## src/rtl/nw_vc_input_tracker.sv

```systemverilog
// nw_vc_input_tracker: per-VC occupancy, packet framing state and credit return
// at a router input port, with sticky flags for link-protocol violations.
module nw_vc_input_tracker #(
    parameter  int num_vcs   = 4,
    parameter  int buf_depth = 4,
    localparam int cnt_w     = $clog2(buf_depth + 1)
) (
    input  logic               clk,
    input  logic               rst_n,
    input  logic               in_valid,
    input  logic [num_vcs-1:0] in_vc,
    input  logic               in_head,
    input  logic               in_tail,
    input  logic               deq_valid,
    input  logic [num_vcs-1:0] deq_vc,
    output logic               credit_valid,
    output logic [num_vcs-1:0] credit_vc,
    output logic [num_vcs-1:0] vc_empty,
    output logic [num_vcs-1:0] vc_active,
    output logic               err_overflow,
    output logic               err_underflow,
    output logic               err_proto
);

    typedef enum logic {IDLE = 1'b0, ACTIVE = 1'b1} pkt_state_e;

    localparam logic [cnt_w-1:0] full_cnt = cnt_w'(buf_depth);
    localparam logic [cnt_w-1:0] one_cnt  = cnt_w'(1);

    logic [cnt_w-1:0]   count [num_vcs];
    pkt_state_e         state [num_vcs];
    logic               in_onehot, deq_onehot;
    logic [num_vcs-1:0] arr, dep, ovf_v, unf_v, proto_v;
    logic               deq_legal, bad_vc;

    assign in_onehot  = $onehot(in_vc);
    assign deq_onehot = $onehot(deq_vc);

    always_comb begin
        // NOTE: every signal assigned here gets a default first so no latch is inferred.
        arr     = '0;
        dep     = '0;
        ovf_v   = '0;
        unf_v   = '0;
        proto_v = '0;
        if (in_valid && in_onehot)   arr = in_vc;
        if (deq_valid && deq_onehot) dep = deq_vc;
        for (int v = 0; v < num_vcs; v++) begin
            ovf_v[v]   = arr[v] && !dep[v] && (count[v] == full_cnt);
            unf_v[v]   = dep[v] && !arr[v] && (count[v] == '0);
            proto_v[v] = arr[v] && ((state[v] == IDLE) ? !in_head : in_head);
        end
    end

    // A same-cycle arrival makes a dequeue from an empty VC a legal cut-through.
    assign deq_legal = |(dep & ~unf_v);
    assign bad_vc    = (in_valid && !in_onehot) || (deq_valid && !deq_onehot);

    always_ff @(posedge clk or negedge rst_n) begin
        if (!rst_n) begin
            // NOTE: per-VC state lives in flops, not a RAM, so every entry is cleared in reset.
            for (int v = 0; v < num_vcs; v++) begin
                count[v] <= '0;
                state[v] <= IDLE;
            end
        end else begin
            for (int v = 0; v < num_vcs; v++) begin
                // NOTE: sequential state uses non-blocking assignments only.
                if (arr[v] && !dep[v] && !ovf_v[v])
                    count[v] <= count[v] + one_cnt;
                else if (dep[v] && !arr[v] && !unf_v[v])
                    count[v] <= count[v] - one_cnt;

                if (arr[v]) begin
                    case (state[v])
                        IDLE:    if (in_head && !in_tail) state[v] <= ACTIVE;
                        ACTIVE:  if (!in_head && in_tail) state[v] <= IDLE;
                        default: state[v] <= IDLE;
                    endcase
                end
            end
        end
    end

    always_ff @(posedge clk or negedge rst_n) begin
        if (!rst_n) begin
            credit_valid  <= 1'b0;
            credit_vc     <= '0;
            err_overflow  <= 1'b0;
            err_underflow <= 1'b0;
            err_proto     <= 1'b0;
        end else begin
            credit_valid  <= deq_legal;
            credit_vc     <= deq_legal ? deq_vc : '0;
            err_overflow  <= err_overflow  || (|ovf_v);
            err_underflow <= err_underflow || (|unf_v);
            err_proto     <= err_proto     || (|proto_v) || bad_vc;
        end
    end

    // Status vectors decode registered state only, never the live inputs.
    always_comb begin
        vc_empty  = '0;
        vc_active = '0;
        for (int v = 0; v < num_vcs; v++) begin
            vc_empty[v]  = (count[v] == '0);
            vc_active[v] = (state[v] == ACTIVE);
        end
    end

endmodule
```

## config.mk

```make
export PLATFORM = sky130hd
export DESIGN_NAME = nw_vc_input_tracker
export DESIGN_NICKNAME = d
export VERILOG_FILES = /design/src/rtl/nw_vc_input_tracker.sv
export SDC_FILE = /design/constraint.sdc
export NUM_CORES = 1
export LEC_CHECK = 0
export ABC_AREA = 1
export CORE_MARGIN = 2
export CORE_UTILIZATION = 49
export CTS_BUF_LIST = sky130_fd_sc_hd__clkbuf_4
export DETAILED_ROUTE_END_ITERATION = 10
export PLACE_DENSITY = 0.79
export SYNTH_ARGS = -nofsm -noshare
export SYNTH_HDL_FRONTEND = slang
export SYNTH_SLANG_ARGS = --single-unit
```

## constraint.sdc

```tcl
create_clock -name clk -period 1.4 [get_ports clk]
set_input_delay 0.28 -clock clk [delete_from_list [all_inputs] [get_ports clk]]
set_output_delay 0.28 -clock clk [all_outputs]
set_load 0.005 [all_outputs]
```

==> impl_results.md, run 1 <==
- Syn Area/Cell: 7.86 um2
- CTS Sinks: 24
- Placed instance count: 346
- CTS Root Cell: clkbuf_4
- Synth warnings: 0
- Post-synthesis sequential area ratio: 0.357
- Post-synth EDFFs: 0
- Final Wtd Congestion: 0.829
- Post-synth top area cell: dfrtp_1
- Port buffer count: 29
- Row count: 21
- Placed Area: 2670 um2
- Place WS: -1.83 ns
- Last step reached: global routing
- Stop err: [ERROR DPL-0038] Utilization greater than 100%, impossible to legalize
- Die Ht: about 63 um
- Leading post-synthesis cells by cell area: dfrtp_1, inv_1, nand2_1, fa_1, nand3_1
- Largest net degree at the start of global routing: 25
- Cell count after synthesis: ~210
- Worst-path end type: register data pin
- Initial Util: 0.508
- CTS max path bufs: 2
- Synth Register Bits: 24
- Worst_ep grt: count[11]$_DFFE_PN0P_/D
- Syn Nets: between 200 and 250
- Yosys cell types: 25
- Die W: 62.6 um
- I/O pin cnt: 30
- Asr flop ratio synth: 1.00
- Htree depth: 1
- TritonCTS Buffers: 3
- Detailed Place HPWL: approximately 3700 um
- Post-synth top area share: 0.357
- Main flop type after synthesis: dfrtp_1
- Outcome: stopped before the end
- Area of the mapped netlist: ~1700 um2
- Most frequent cells after synthesis: inv_1, nand2_1, dfrtp_1, nand3_1, a21oi_1
- Count leader, synth: inv_1
==> through the flow <==
stage	utilization	TNS, ns	hold slack (ns)
4_1_cts	0.927	-16.05	0.133
3_5_place_dp	0.805	-37.07	0.563
3_3_place_gp	0.805	-35.93	0.546
2_1_floorplan	-	-17.95	-0.0156
==> repair_timing <==
| action | CTS |
|---|---|
| setup buffers | 31 |
| hold buffers | 0 |
| pin swaps | 38 |
| endpoints found under the setup margin | 40 |
| resized for setup | 97 |
==> cells by family after synthesis <==
logic type / share of synthesized area
fa+ha+maj: 0.101
buf+inv: 0.103
simple gates: 0.356
xor+xnor: 0.0201
flops: 0.357
compound gates: 0.0625
==> run 2: changes to the inputs <==
--- a/config.mk
+++ b/config.mk
@@ -7,10 +7,9 @@
 export LEC_CHECK = 0
 export ABC_AREA = 1
 export CORE_MARGIN = 2
-export CORE_UTILIZATION = 49
-export CTS_BUF_LIST = sky130_fd_sc_hd__clkbuf_4
+export CORE_UTILIZATION = 40
 export DETAILED_ROUTE_END_ITERATION = 10
-export PLACE_DENSITY = 0.79
+export PLACE_DENSITY_LB_ADDON = 0.15
 export SYNTH_ARGS = -nofsm -noshare
 export SYNTH_HDL_FRONTEND = slang
 export SYNTH_SLANG_ARGS = --single-unit
==> constraint.sdc (replaced) <==
create_clock -name clk -period 1.82 [get_ports clk]
set_input_delay 0.364 -clock clk [delete_from_list [all_inputs] [get_ports clk]]
set_output_delay 0.364 -clock clk [all_outputs]
set_load 0.005 [all_outputs]
==> run 2 against run 1 <==
  * The flow now finishes, with violations (negative setup slack)
  * Synthesized cell count unchanged
  * Area after synthesis unchanged
==> impl_results.md, run 2 <==
- Outcome: complete, but fails checks
- Failing checks: negative setup slack
- TritonCTS Buffers: 3
- Post-synth top area share: 0.357
- Cts hold-fix bufs: 0
- CP max-delay cell: fa_1
- Cell count after synthesis: between 200 and 250
- Die footprint: between 4000 and 5000 um2
- Nets: 329
- CP bufs+invs: 5
- CP top delay family: adder cells
- Largest net degree at the start of global routing: 25
- GR Util All Layers: 0.209
- CTS max path bufs: 2
- Final Hold Fails: 0
- Post-synth EDFFs: 0
- Initial Util: 0.418
- Gr ovfl total: 0
- Max-cap violations: 0
- R2R Setup Slk: around 0.25 ns
- Post-Route WL: 4460 um
- Yosys cell types: 25
- Clk slew on worst S/H paths: 0.09 ns
- Final Max Tran Viols: 0
- Clock Latency Late Sink: about 0.28 ns
- Post-synthesis mux area share: 0
- Worst Tran Pin Value: roughly 0.33 ns
- Worst setup EP type: flip-flop
- Max reg flops: 12
- Layout cell share with drive strength beyond 1: 0.477
- Max transition margin: 0.779
- Main combinational cell family by area after synthesis: simple AND/OR/NAND/NOR gates
- Most frequent cells in the layout: buf_4, nand2_1, inv_1
- First-pass GRT wire length: ~7300 um
- Worst Path Arrival: about 2.6 ns
- CP peak stage delay: between 0.5 and 0.6 ns
- CP dominant cell by count: nand2_1
- Non-filler instance count after layout: between 300 and 400
- Vias in the first global route: about 1700
- Core ar.: roughly 4000 um2
- Final min period: 2.40 ns
- Clock Skew: ~0.0036 ns
- Hold worst-path end: credit_vc[1]
- Pre-antenna DRT Iters: 4
- Synth Register Bits: 24
- Period utilization: 1.32
- Vias: 1722
- Drt drc: 0
- Port buffer count: 29
- Commonest non-fill, non-tap cell in the layout: buf_4
- CP Class: in -> reg
- Worst vdd ir: about 0.66 mV
- Antenna violations before repair: 0
- Setup tns final: -9.43 ns
- Ant diodes: 0
- Worst Setup Slack, final: -0.583 ns
- Detailed Place HPWL: roughly 3300 um
- Placed instance count: ~340
- Remaining antenna violation count: 0
- Setup Viol. Count Final: 26
- WL/cell: 12.6 um
- Leading post-synthesis cells by cell area: dfrtp_1, inv_1, nand2_1, fa_1, nand3_1
- Synth Area in Compound Gates: 0.0625
- Pwr Density: 970 nW/um2
- Required @ worst endpoint: approximately 2.0 ns
- CP Launch Type: input port
- Row count: 23
- Die W: 68.9 um
- I/O pin cnt: 30
- Synth warnings: 0
- Post-Synth XOR/XNOR Area: 0.0201
- Hold Crit Class: in -> reg
- Depth of the worst register-to-register path: 7
- Synthesis-to-finish area growth: 73.6%
- CP cell instances: buf_8 > inv_4 > fa_1 > inv_2 > ha_4 > ha_4 > nor2_8 > nand4_4 > nor2_4 > nand2_2 > fa_2 > inv_2 > nand4_1 > nand2_1 > nand2_1 > nand2_1 > inv_1
- Simple-Gate Fraction of Synth Area: 0.356
- Top reg by flops: count
- Syn Nets: between 200 and 250
- DR vias/cell: 4.86
- Post-synthesis sequential area ratio: 0.357
- Die Ht: about 69 um
- Syn Area/Cell: roughly 7.9 um2
- Hold path depth: 4
- Htree depth: 1
- Final Wtd Congestion: ~0.88
- Adder-Cell Fraction of Synth Area: 0.101
- Main flop type after synthesis: dfrtp_1
- Post-synth top area cell: dfrtp_1
- Area of the mapped netlist: between 1500 and 2000 um2
- CTS Root Cell: clkbuf_8
- Worst R2R Start: count[0]
- FMAX: roughly 420 MHz
- Initial drt markers: 56
- Hold Path Origin: deq_vc[1]
- Asr flop ratio synth: 1.00
- RSZ-0062 raised after global routing: yes
- Lkg Pwr: 1.33 nW
- CTS tree: yes
- Most frequent cells after synthesis: inv_1, nand2_1, dfrtp_1, nand3_1, a21oi_1
- Critical-path maximum fanout: 4
- CTS Sinks: 24
- RR Endpoint: count[1]
- Count leader, synth: inv_1
## run 2: cell counts after synthesis
Identical to the previous run, type by type.
## run 2: worst max path at each step
stage,startpoint,end,slack [ns],depth (start not counted)
final,in_vc[3],count[5],-0.58,17
after global routing,in_vc[3],count[2],-0.70,17
after CTS,in_vc[3],count[5],-0.66,17
after detailed placement,in_vc[0],count[5],-1.49,17
after global placement,in_vc[0],count[5],-1.41,17
after floorplan,in_vc[0],count[2],-0.80,14
## run 2: area by class of cell
type,count,area (um2)
multi-input cells,144,1220
fillers,314,1110
repair buffers,86,772
flip-flops and latches,24,602
inverters,46,211
well taps,50,62.6
clock buffers,4,55.1
## run 2: metal layers
layer,vias to the layer above,part of all wire,global-route usage
met5,-,0,0
met4,0,0.020,0.0711
met3,8,0.031,0.0341
met2,25,0.50,0.358
met1,816,0.44,0.266
li1,873,-,-
## run 2: logic make-up (layout without fill, tap and decap cells)
group	count (synthesis)	count (layout)
xor gates and xnor gates	3	3
adders and majority gates	10	10
DFF	24	24
buffers and inverters	46	136
and+or+nand+nor	110	110
AOI/OAI and AO/OA	21	21
## run 2: timing repair
action                     in CTS  in global routing
cloned                          0                  0
pin swaps                      23                 26
resized for setup              61                 24
setup buffers                  10                 12
setup endpoints to repair      28                 28
## run 2: power by group
group          internal, W  total [W]  switching [W]
registers         0.000721   0.000941       0.000220
logic             0.000781    0.00151       0.000732
clock network     0.000194   0.000380       0.000186
total              0.00170    0.00283        0.00114
## run 2: worst reg2reg max path, stage by stage (launching register included)
cell     delay, ns
dfrtp_2       0.42
buf_4         0.16
nor2_1        0.11
nand2_1       0.13
nand3_4       0.12
fa_2          0.43
nand2_1       0.06
nand2_1       0.05
## run 2: per-stage QoR
stage          area [um2]  utilization  hold WS, ns  setup WS (ns)  power (W)
3_5_place_dp         2560        0.637        0.555          -1.49    0.00226
5_1_grt              2920        0.725        0.381         -0.697    0.00307
4_1_cts              2810        0.697        0.385         -0.655    0.00276
6_report             2920        0.725        0.382         -0.583    0.00283
2_1_floorplan        1890            -       0.0684         -0.802    0.00167
3_3_place_gp         2560        0.637        0.545          -1.41    0.00222
(Power assumes the default switching activity.)
==> run 3: changes to the inputs <==
--- a/config.mk
+++ b/config.mk
@@ -10,6 +10,7 @@
 export CORE_UTILIZATION = 40
 export DETAILED_ROUTE_END_ITERATION = 10
 export PLACE_DENSITY_LB_ADDON = 0.15
+export SLEW_MARGIN = 20
 export SYNTH_ARGS = -nofsm -noshare
 export SYNTH_HDL_FRONTEND = slang
 export SYNTH_SLANG_ARGS = --single-unit
==> results of run 3 <==
Final layout, timing and power as in run 2 (identical DEF).
